==> src/rtl/reorder_buffer_pkg.sv <==
// reorder_buffer_pkg: shared constants and head FSM states for the ROB.
// Optional operand forwarding is enabled with the ROB_FWD_EN macro.
package reorder_buffer_pkg;

  localparam int ROB_DEPTH = 16;

  localparam logic STORE    = 1'b1;
  localparam logic NOT_JUMP = 1'b0;

  typedef enum logic [1:0] {
    ST_IDLE  = 2'd0,
    ST_STORE = 2'd1
  } head_state_t;

  function automatic int tag_bits(int depth);
    return $clog2(depth + 1);
  endfunction

endpackage

==> src/rtl/reorder_buffer_if.sv <==
// reorder_buffer_if: dispatch, writeback, commit, store and flush buses.
// slave is the ROB side, master is the pipeline side.
interface reorder_buffer_if
  import reorder_buffer_pkg::*;
#(
  parameter int DATA_W = 32,
  parameter int ADDR_W = 32,
  parameter int REG_W  = 5,
  parameter int TAG_W  = tag_bits(ROB_DEPTH)
);

  logic              alloc_valid;
  logic              alloc_ready;
  logic [TAG_W-1:0]  alloc_tag;
  logic [REG_W-1:0]  alloc_rd;
  logic              alloc_is_store;
  logic              alloc_is_branch;
  logic              alloc_pred_taken;

  logic              ex_valid;
  logic [TAG_W-1:0]  ex_tag;
  logic [DATA_W-1:0] ex_data;
  logic              ex_taken;
  logic [ADDR_W-1:0] ex_target;

  logic              lsb_valid;
  logic [TAG_W-1:0]  lsb_tag;
  logic [DATA_W-1:0] lsb_data;

  logic              commit_valid;
  logic [REG_W-1:0]  commit_rd;
  logic [DATA_W-1:0] commit_data;
  logic [TAG_W-1:0]  commit_tag;

  logic              store_valid;
  logic [TAG_W-1:0]  store_tag;
  logic              store_done;

  logic              flush;
  logic [ADDR_W-1:0] flush_pc;
  logic [TAG_W-1:0]  count;

  modport slave (
    input  alloc_valid, alloc_rd,
    input  alloc_is_store, alloc_is_branch,
    input  alloc_pred_taken,
    input  ex_valid, ex_tag, ex_data,
    input  ex_taken, ex_target,
    input  lsb_valid, lsb_tag, lsb_data,
    input  store_done,
    output alloc_ready, alloc_tag,
    output commit_valid, commit_rd,
    output commit_data, commit_tag,
    output store_valid, store_tag,
    output flush, flush_pc, count
  );

  modport master (
    output alloc_valid, alloc_rd,
    output alloc_is_store, alloc_is_branch,
    output alloc_pred_taken,
    output ex_valid, ex_tag, ex_data,
    output ex_taken, ex_target,
    output lsb_valid, lsb_tag, lsb_data,
    output store_done,
    input  alloc_ready, alloc_tag,
    input  commit_valid, commit_rd,
    input  commit_data, commit_tag,
    input  store_valid, store_tag,
    input  flush, flush_pc, count
  );

endinterface

==> src/rtl/reorder_buffer_query.sv <==
// rob_query: tag lookup returning a ready result, bypassing this
// cycle's EX/SLB writeback (EX has priority over SLB).
module rob_query
  import reorder_buffer_pkg::*;
#(
  parameter int DEPTH  = ROB_DEPTH,
  parameter int DATA_W = 32,
  parameter int TAG_W  = tag_bits(DEPTH)
) (
  input  logic [TAG_W-1:0]  q_tag,
  input  logic [DEPTH-1:0]  busy,
  input  logic [DEPTH-1:0]  done,
  input  logic [DATA_W-1:0] data [DEPTH],
  input  logic              ex_hit,
  input  logic [TAG_W-1:0]  ex_tag,
  input  logic [DATA_W-1:0] ex_data,
  input  logic              lsb_hit,
  input  logic [TAG_W-1:0]  lsb_tag,
  input  logic [DATA_W-1:0] lsb_data,
  output logic              hit,
  output logic [DATA_W-1:0] q_data
);

  localparam int PTR_W = $clog2(DEPTH);
  localparam logic [TAG_W-1:0] TAG_MAX = TAG_W'(DEPTH);

  logic [PTR_W-1:0] idx;
  logic             ok;

  assign idx = PTR_W'(q_tag - 1'b1);
  assign ok  = (q_tag != '0) && (q_tag <= TAG_MAX);

  always_comb begin
    hit    = 1'b0;
    q_data = '0;
    if (ok) begin
      if (ex_hit && ex_tag == q_tag) begin
        hit    = 1'b1;
        q_data = ex_data;
      end else if (lsb_hit && lsb_tag == q_tag) begin
        hit    = 1'b1;
        q_data = lsb_data;
      end else if (busy[idx] && done[idx]) begin
        hit    = 1'b1;
        q_data = data[idx];
      end
    end
  end

endmodule

==> src/rtl/reorder_buffer.sv <==
// reorder_buffer: in-order retirement, store handshake and mispredict
// flush. Define ROB_FWD_EN to add the q1/q2 operand lookup ports.
module reorder_buffer
  import reorder_buffer_pkg::*;
#(
  parameter int DEPTH  = ROB_DEPTH,
  parameter int DATA_W = 32,
  parameter int ADDR_W = 32,
  parameter int REG_W  = 5,
  parameter int TAG_W  = tag_bits(DEPTH)
) (
  input  logic              clk,
  input  logic              rst,
  input  logic              rdy,
`ifdef ROB_FWD_EN
  input  logic [TAG_W-1:0]  q1_tag,
  input  logic [TAG_W-1:0]  q2_tag,
  output logic              q1_hit,
  output logic [DATA_W-1:0] q1_data,
  output logic              q2_hit,
  output logic [DATA_W-1:0] q2_data,
`endif
  reorder_buffer_if.slave   rob
);

  localparam int PTR_W = $clog2(DEPTH);
  localparam logic [TAG_W-1:0] TAG_MAX = TAG_W'(DEPTH);

  logic [DEPTH-1:0]  busy;
  logic [DEPTH-1:0]  done;
  logic [DEPTH-1:0]  is_store;
  logic [DEPTH-1:0]  is_branch;
  logic [DEPTH-1:0]  pred;
  logic [DEPTH-1:0]  taken;
  logic [REG_W-1:0]  rd     [DEPTH];
  logic [DATA_W-1:0] data   [DEPTH];
  logic [ADDR_W-1:0] target [DEPTH];

  logic [PTR_W-1:0]  head, tail;
  logic [TAG_W-1:0]  count, head_tag;
  head_state_t       state_q, state_d;

  logic             full, alloc_fire;
  logic             retire, store_start, mispredict;
  logic             ex_hit, lsb_hit;
  logic [PTR_W-1:0] ex_idx, lsb_idx;

  assign full     = count == TAG_MAX;
  assign head_tag = TAG_W'(head) + TAG_W'(1);
  assign ex_idx   = PTR_W'(rob.ex_tag - 1'b1);
  assign lsb_idx  = PTR_W'(rob.lsb_tag - 1'b1);

  // Writebacks to tag 0, out-of-range or idle entries are dropped.
  assign ex_hit = rdy && rob.ex_valid
               && (rob.ex_tag != '0)
               && (rob.ex_tag <= TAG_MAX)
               && busy[ex_idx];
  assign lsb_hit = rdy && rob.lsb_valid
                && (rob.lsb_tag != '0)
                && (rob.lsb_tag <= TAG_MAX)
                && busy[lsb_idx];

  assign rob.alloc_ready = !full && !rob.flush
                        && !mispredict;
  assign rob.alloc_tag   = TAG_W'(tail) + TAG_W'(1);
  assign rob.count       = count;
  assign alloc_fire      = rdy && rob.alloc_valid
                        && rob.alloc_ready;

  always_ff @(posedge clk) begin
    if (rst) state_q <= ST_IDLE;
    else     state_q <= state_d;
  end

  always_comb begin
    state_d     = state_q;
    retire      = 1'b0;
    store_start = 1'b0;
    if (rdy) begin
      unique case (state_q)
        ST_IDLE: begin
          if (busy[head] && done[head]) begin
            if (is_store[head] == STORE) begin
              store_start = 1'b1;
              state_d     = ST_STORE;
            end else begin
              retire = 1'b1;
            end
          end
        end
        ST_STORE: begin
          if (rob.store_done) begin
            retire  = 1'b1;
            state_d = ST_IDLE;
          end
        end
        default: state_d = ST_IDLE;
      endcase
    end
  end

  assign mispredict = retire
                   && (state_q == ST_IDLE)
                   && is_branch[head]
                   && (taken[head] != pred[head]);

  always_ff @(posedge clk) begin
    if (rst || mispredict) begin
      head  <= '0;
      tail  <= '0;
      count <= '0;
      busy  <= '0;
    end else begin
      if (retire) begin
        head       <= head + 1'b1;
        busy[head] <= 1'b0;
      end
      if (alloc_fire) begin
        tail       <= tail + 1'b1;
        busy[tail] <= 1'b1;
      end
      count <= count + TAG_W'(alloc_fire)
                     - TAG_W'(retire);
    end
  end

  // Payload needs no reset: it is only read behind busy.
  always_ff @(posedge clk) begin
    if (alloc_fire) begin
      done[tail]      <= 1'b0;
      rd[tail]        <= rob.alloc_rd;
      is_store[tail]  <= rob.alloc_is_store;
      is_branch[tail] <= rob.alloc_is_branch;
      pred[tail]      <= rob.alloc_pred_taken;
      taken[tail]     <= NOT_JUMP;
    end
    if (lsb_hit) begin
      done[lsb_idx] <= 1'b1;
      data[lsb_idx] <= rob.lsb_data;
    end
    if (ex_hit) begin
      done[ex_idx]   <= 1'b1;
      data[ex_idx]   <= rob.ex_data;
      taken[ex_idx]  <= rob.ex_taken;
      target[ex_idx] <= rob.ex_target;
    end
  end

  always_ff @(posedge clk) begin
    if (rst) begin
      rob.commit_valid <= 1'b0;
      rob.commit_rd    <= '0;
      rob.commit_data  <= '0;
      rob.commit_tag   <= '0;
      rob.flush        <= 1'b0;
      rob.flush_pc     <= '0;
    end else if (!rdy) begin
      rob.commit_valid <= 1'b0;
      rob.flush        <= 1'b0;
    end else begin
      rob.commit_valid <= retire
                       && (is_store[head] != STORE)
                       && (rd[head] != '0);
      rob.flush <= mispredict;
      if (retire) begin
        rob.commit_rd   <= rd[head];
        rob.commit_data <= data[head];
        rob.commit_tag  <= head_tag;
      end
      if (mispredict) rob.flush_pc <= target[head];
    end
  end

  always_ff @(posedge clk) begin
    if (rst) begin
      rob.store_valid <= 1'b0;
      rob.store_tag   <= '0;
    end else if (store_start) begin
      rob.store_valid <= 1'b1;
      rob.store_tag   <= head_tag;
    end else if (retire && state_q == ST_STORE) begin
      rob.store_valid <= 1'b0;
    end
  end

`ifdef ROB_FWD_EN
  rob_query #(
    .DEPTH (DEPTH),
    .DATA_W(DATA_W),
    .TAG_W (TAG_W)
  ) u_q1 (
    .q_tag   (q1_tag),
    .busy    (busy),
    .done    (done),
    .data    (data),
    .ex_hit  (ex_hit),
    .ex_tag  (rob.ex_tag),
    .ex_data (rob.ex_data),
    .lsb_hit (lsb_hit),
    .lsb_tag (rob.lsb_tag),
    .lsb_data(rob.lsb_data),
    .hit     (q1_hit),
    .q_data  (q1_data)
  );

  rob_query #(
    .DEPTH (DEPTH),
    .DATA_W(DATA_W),
    .TAG_W (TAG_W)
  ) u_q2 (
    .q_tag   (q2_tag),
    .busy    (busy),
    .done    (done),
    .data    (data),
    .ex_hit  (ex_hit),
    .ex_tag  (rob.ex_tag),
    .ex_data (rob.ex_data),
    .lsb_hit (lsb_hit),
    .lsb_tag (rob.lsb_tag),
    .lsb_data(rob.lsb_data),
    .hit     (q2_hit),
    .q_data  (q2_data)
  );
`endif

endmodule

==> src/flat_wrapper.sv <==
// flat-port wrapper written by rule: the top's interface ports become plain ports
module reorder_buffer_flat import reorder_buffer_pkg::*;
#(
  parameter int DEPTH  = ROB_DEPTH,
  parameter int DATA_W = 32,
  parameter int ADDR_W = 32,
  parameter int REG_W  = 5,
  parameter int TAG_W  = tag_bits(DEPTH)
)
  (clk, rst, rdy, rob_alloc_valid, rob_alloc_rd, rob_alloc_is_store, rob_alloc_is_branch, rob_alloc_pred_taken, rob_ex_valid, rob_ex_tag, rob_ex_data, rob_ex_taken, rob_ex_target, rob_lsb_valid, rob_lsb_tag, rob_lsb_data, rob_store_done, rob_alloc_ready, rob_alloc_tag, rob_commit_valid, rob_commit_rd, rob_commit_data, rob_commit_tag, rob_store_valid, rob_store_tag, rob_flush, rob_flush_pc, rob_count);
  reorder_buffer_if #(.DATA_W(DATA_W), .ADDR_W(ADDR_W), .REG_W(REG_W), .TAG_W(TAG_W)) rob_i ();
  input  logic clk;
  input  logic rst;
  input  logic rdy;
  input wire logic [$bits(rob_i.alloc_valid)-1:0] rob_alloc_valid;
  input wire logic [$bits(rob_i.alloc_rd)-1:0] rob_alloc_rd;
  input wire logic [$bits(rob_i.alloc_is_store)-1:0] rob_alloc_is_store;
  input wire logic [$bits(rob_i.alloc_is_branch)-1:0] rob_alloc_is_branch;
  input wire logic [$bits(rob_i.alloc_pred_taken)-1:0] rob_alloc_pred_taken;
  input wire logic [$bits(rob_i.ex_valid)-1:0] rob_ex_valid;
  input wire logic [$bits(rob_i.ex_tag)-1:0] rob_ex_tag;
  input wire logic [$bits(rob_i.ex_data)-1:0] rob_ex_data;
  input wire logic [$bits(rob_i.ex_taken)-1:0] rob_ex_taken;
  input wire logic [$bits(rob_i.ex_target)-1:0] rob_ex_target;
  input wire logic [$bits(rob_i.lsb_valid)-1:0] rob_lsb_valid;
  input wire logic [$bits(rob_i.lsb_tag)-1:0] rob_lsb_tag;
  input wire logic [$bits(rob_i.lsb_data)-1:0] rob_lsb_data;
  input wire logic [$bits(rob_i.store_done)-1:0] rob_store_done;
  output wire logic [$bits(rob_i.alloc_ready)-1:0] rob_alloc_ready;
  output wire logic [$bits(rob_i.alloc_tag)-1:0] rob_alloc_tag;
  output wire logic [$bits(rob_i.commit_valid)-1:0] rob_commit_valid;
  output wire logic [$bits(rob_i.commit_rd)-1:0] rob_commit_rd;
  output wire logic [$bits(rob_i.commit_data)-1:0] rob_commit_data;
  output wire logic [$bits(rob_i.commit_tag)-1:0] rob_commit_tag;
  output wire logic [$bits(rob_i.store_valid)-1:0] rob_store_valid;
  output wire logic [$bits(rob_i.store_tag)-1:0] rob_store_tag;
  output wire logic [$bits(rob_i.flush)-1:0] rob_flush;
  output wire logic [$bits(rob_i.flush_pc)-1:0] rob_flush_pc;
  output wire logic [$bits(rob_i.count)-1:0] rob_count;
  assign rob_i.alloc_valid = rob_alloc_valid;
  assign rob_i.alloc_rd = rob_alloc_rd;
  assign rob_i.alloc_is_store = rob_alloc_is_store;
  assign rob_i.alloc_is_branch = rob_alloc_is_branch;
  assign rob_i.alloc_pred_taken = rob_alloc_pred_taken;
  assign rob_i.ex_valid = rob_ex_valid;
  assign rob_i.ex_tag = rob_ex_tag;
  assign rob_i.ex_data = rob_ex_data;
  assign rob_i.ex_taken = rob_ex_taken;
  assign rob_i.ex_target = rob_ex_target;
  assign rob_i.lsb_valid = rob_lsb_valid;
  assign rob_i.lsb_tag = rob_lsb_tag;
  assign rob_i.lsb_data = rob_lsb_data;
  assign rob_i.store_done = rob_store_done;
  assign rob_alloc_ready = rob_i.alloc_ready;
  assign rob_alloc_tag = rob_i.alloc_tag;
  assign rob_commit_valid = rob_i.commit_valid;
  assign rob_commit_rd = rob_i.commit_rd;
  assign rob_commit_data = rob_i.commit_data;
  assign rob_commit_tag = rob_i.commit_tag;
  assign rob_store_valid = rob_i.store_valid;
  assign rob_store_tag = rob_i.store_tag;
  assign rob_flush = rob_i.flush;
  assign rob_flush_pc = rob_i.flush_pc;
  assign rob_count = rob_i.count;
  reorder_buffer #(.DEPTH(DEPTH), .DATA_W(DATA_W), .ADDR_W(ADDR_W), .REG_W(REG_W), .TAG_W(TAG_W)) u_core (.clk(clk), .rst(rst), .rdy(rdy), .rob(rob_i));
endmodule
==> config.mk <==
export PLATFORM = sky130hd
export DESIGN_NAME = reorder_buffer_flat
export DESIGN_NICKNAME = d
export VERILOG_FILES = /design/src/rtl/reorder_buffer_pkg.sv /design/src/rtl/reorder_buffer_if.sv /design/src/rtl/reorder_buffer_query.sv /design/src/rtl/reorder_buffer.sv /design/src/flat_wrapper.sv
export SDC_FILE = /design/constraint.sdc
export NUM_CORES = 2
export LEC_CHECK = 0
export CELL_PAD_IN_SITES_DETAIL_PLACEMENT = 0
export CELL_PAD_IN_SITES_GLOBAL_PLACEMENT = 1
export CORE_UTILIZATION = 40
export CTS_BUF_LIST = sky130_fd_sc_hd__clkbuf_2 sky130_fd_sc_hd__clkbuf_4 sky130_fd_sc_hd__clkbuf_8
export CTS_CLUSTER_SIZE = 14
export DETAILED_ROUTE_END_ITERATION = 10
export GPL_ROUTABILITY_DRIVEN = 0
export HOLD_SLACK_MARGIN = 0.05
export PLACE_DENSITY_LB_ADDON = 0.05
export SLEW_MARGIN = 30
export SYNTH_ARGS = -nofsm -noshare
export SYNTH_HDL_FRONTEND = slang
export SYNTH_SLANG_ARGS = --single-unit
export TNS_END_PERCENT = 100
==> constraint.sdc <==
create_clock -name clk -period 6.65 [get_ports clk]
set_clock_uncertainty 0.15 [all_clocks]
set_input_delay 0.665 -clock clk [delete_from_list [all_inputs] [get_ports clk]]
set_output_delay 0.665 -clock clk [all_outputs]
set_load 0.02 [all_outputs]
==> results.ini <==
[route]
dr.pass1.iters=11
drtAntennaViolNets=0
route.detailed.drc=34
vias=32800
vias_per_cell=5.967
wl_mm=177.6
post_drt_wl_per_cell_um=32.31
drtIter0Drc=2995

[cells_and_area]
areaGrowthSynthToFinish_pct=15.02
nNetsFinal=3536
n_fill_cell=12320
drive_gt1_frac=0.3914
multiInputGateArea_um2=19160
regArea_um2=37570

[timing]
rsz0062_at_grt=false
fmax_mhz=172.0
setup_viol=0
timing.final.crit_share=0.8741
final.setup.worst_slack_ps=837.0
slew_headroom=0.3323
maxSlewViolCount=0
period_needed_ps=5813
setup_tns_ps=0
worst_pin_slew_ps=994.1
hold_violations=0

[yosys]
yosysMostFrequentCell=edfxtp_1
synthCells=3148
seq_area_frac_synth=0.6456
synth_area_um2=58170
ys_warn_count=0
yosys.cell_types.count=75
synth_ff_type=edfxtp_1
avgSynthCellArea_um2=18.48
ys_seq_elements=1300
yosysTopAreaCell=edfxtp_1
synth_top_area_frac=0.5947
synth.top_cells.by_count=edfxtp_1 (1152), mux2_2 (495), mux4_2 (371)
synth_edf_count=1152
synth.area.top_cells=edfxtp_1 (59%), mux4_2 (14%), mux2_2 (9.6%), dfxtp_1 (5.1%), clkbuf_1 (1.1%)
synth_nets=3295
synthArstFlopShare=0

[place]
place_ws_ps=1295
port_buffers=214
dpl.hpwl_mm=98.80

[clocking]
cts_setup_buffers=0
cts_tree=yes
clkLatencyLatePin_ps=940
clkTransAtPathRegs_ps=60
ctsResizeCount=0
cts_hold_buf=0
numCtsBuffers=221
root_buffer=clkbuf_8
cts.sinks=1300
clockBufferDepth=3
htreeDepth=4

[setup_path]
path_max_fanout=50
r2r-end=u_core.rd[5][0]$_DFFE_PP_
r2r_cells=8
path_class=reg -> out
crit_path_end_kind=output pin
required_ps=5830
arrival_ps=5000
crit_family=buffers and inverters
cp-start-kind=register
path_cells=buf_4 > mux4_2 > a22oi_1 > nand2_1 > xnor2_4 > nor3_2 > nor2b_1 > clkdlybuf4s50_1
cp_num_buf_inv=2
slowest_stage=dfxtp_4
regToRegSetupSlack_ps=1510
r2r_start=u_core.head[1]$_SDFFE_PP0N_
slowest_delay_ps=880

[grt]
grt_max_degree=85
grt_usage=0.2423
grt-ovfl-total=0
antenna_found_initial=12
grt_pass1_vias=34360
grt_pass1_wl_mm=253.9

[die]
die_area_um2=147000
design.core.area_um2=144000
die_height_um=383.4
die_x_um=383.4
rows=139
ios=215
initial_core_util=0.4040

[min_path]
holdPathStages=4
hold_path.class=in -> reg
holdCritStartpoint=rst
min_to=u_core.rob.commit_tag[0]$_SDFFE_PP0P_

[run]
maxCapViolCount=0

[pwr]
peakVddDrop_v=0.0002480
powerDensity_nw_per_um2=325.5
leakagePower_uw=0.02081

[run_status]
violations=design-rule violations
status=finished, violations left

[cells by family after synthesis]
family	Yosys count	share of synthesized area
AOI/OAI and AO/OA	319	0.04128
xor gates and xnor gates	17	0.002689
adders and majority gates	25	0.005506
buffers and inverters	327	0.02805
DFF	1300	0.6456
muxes	909	0.2483
and+or+nand+nor	251	0.02856
[where the power goes]
part           total [µW]  internal (µW)  switching, µW
Sequential           9290           8990            295
Combinational        5060           2410           2650
Clock                7430           4060           3370
[state kept, by name, indices dropped and copies added, names as in the netlist, 5 cells and up, named ones only]
register                count
u_core.rob.flush_pc        32
u_core.rob.commit_tag       5
u_core.done                16
u_core.rob.commit_rd        5
u_core.rob.store_tag        5
u_core.taken               16
u_core.data               512
u_core.target             512
u_core.is_store            16
u_core.pred                16
u_core.rd                  80
u_core.rob.commit_data     32
u_core.is_branch           16
u_core.busy                16
u_core.rob.count            5
[layout by cell type (no fill, tap or decap), types with 45 or more instances in the layout]
| cell | synthesis | routed |
|---|---|---|
| mux2_2 | 495 | 495 |
| clkinv_1 | 1 | 55 |
| clkdlybuf4s50_1 | 0 | 213 |
| nand2_1 | 48 | 46 |
| clkbuf_8 | 0 | 241 |
| edfxtp_1 | 1152 | 1152 |
| dfxtp_1 | 148 | 142 |
| o21ai_0 | 45 | 45 |
| mux4_2 | 371 | 371 |
| a21oi_1 | 57 | 57 |
| buf_4 | 5 | 66 |
| clkbuf_4 | 0 | 85 |
[through the flow]
step	instance area (µm²)	utilization	instances	power, µW	hold WS, ps
2_1_floorplan	58170	-	3148	12950	270.8
3_3_place_gp	62210	0.4320	5066	14700	295.0
3_5_place_dp	62280	0.4325	5069	14590	297.1
4_1_cts	66870	0.4644	5488	22050	159.2
5_1_grt	66900	0.4646	5492	22630	240.7
6_report	66910	0.4646	5496	21780	280.0
[worst max path at each step]
stage                           startpoint                             end  slack (ps)  depth (start not counted)
6_report       u_core.head[1]$_SDFFE_PP0N_                 rob_alloc_ready         840                          8
2_1_floorplan                rob_ex_tag[0]     u_core.data[8][0]$_DFFE_PP_        2170                         11
3_5_place_dp                 rob_ex_tag[0]    u_core.data[3][19]$_DFFE_PP_        1290                          8
5_1_grt        u_core.head[1]$_SDFFE_PP0N_                 rob_alloc_ready         580                          8
3_3_place_gp                 rob_ex_tag[0]  u_core.target[1][29]$_DFFE_PP_        1350                          8
4_1_cts        u_core.head[1]$_SDFFE_PP0N_                 rob_alloc_ready         720                          8
[worst register-to-register path, delay by kind of cell, from the launching register on]
family / cells / cell delay, ps
AO/OA/AOI/OAI: 2 / 1050
XOR/XNOR: 1 / 230
buffers and inverters: 3 / 1710
flip-flops: 1 / 880
multiplexers: 1 / 450
AND/OR/NAND/NOR: 1 / 250
[layout make-up]
cell class | instances | area share
Sequential cell | 1300 | 0.5616
Multi-Input combinational cell | 1521 | 0.2863
Clock buffer | 326 | 0.05911
Timing Repair Buffer | 302 | 0.04525
Tap cell | 1903 | 0.03559
Clock inverter | 93 | 0.009462
Inverter | 43 | 0.002412
Antenna cell | 8 | 0.0002992
[layer usage]
metal | vias to the layer above | track usage | share of wire
met2 | 1219 | 0.4058 | 0.50
met3 | 266 | 0.04025 | 0.056
met5 | - | 0 | 0.000073
met4 | 2 | 0.06397 | 0.022
li1 | 13610 | - | -
met1 | 17700 | 0.3272 | 0.43
No activity file was read; power rests on OpenSTA's default activity.
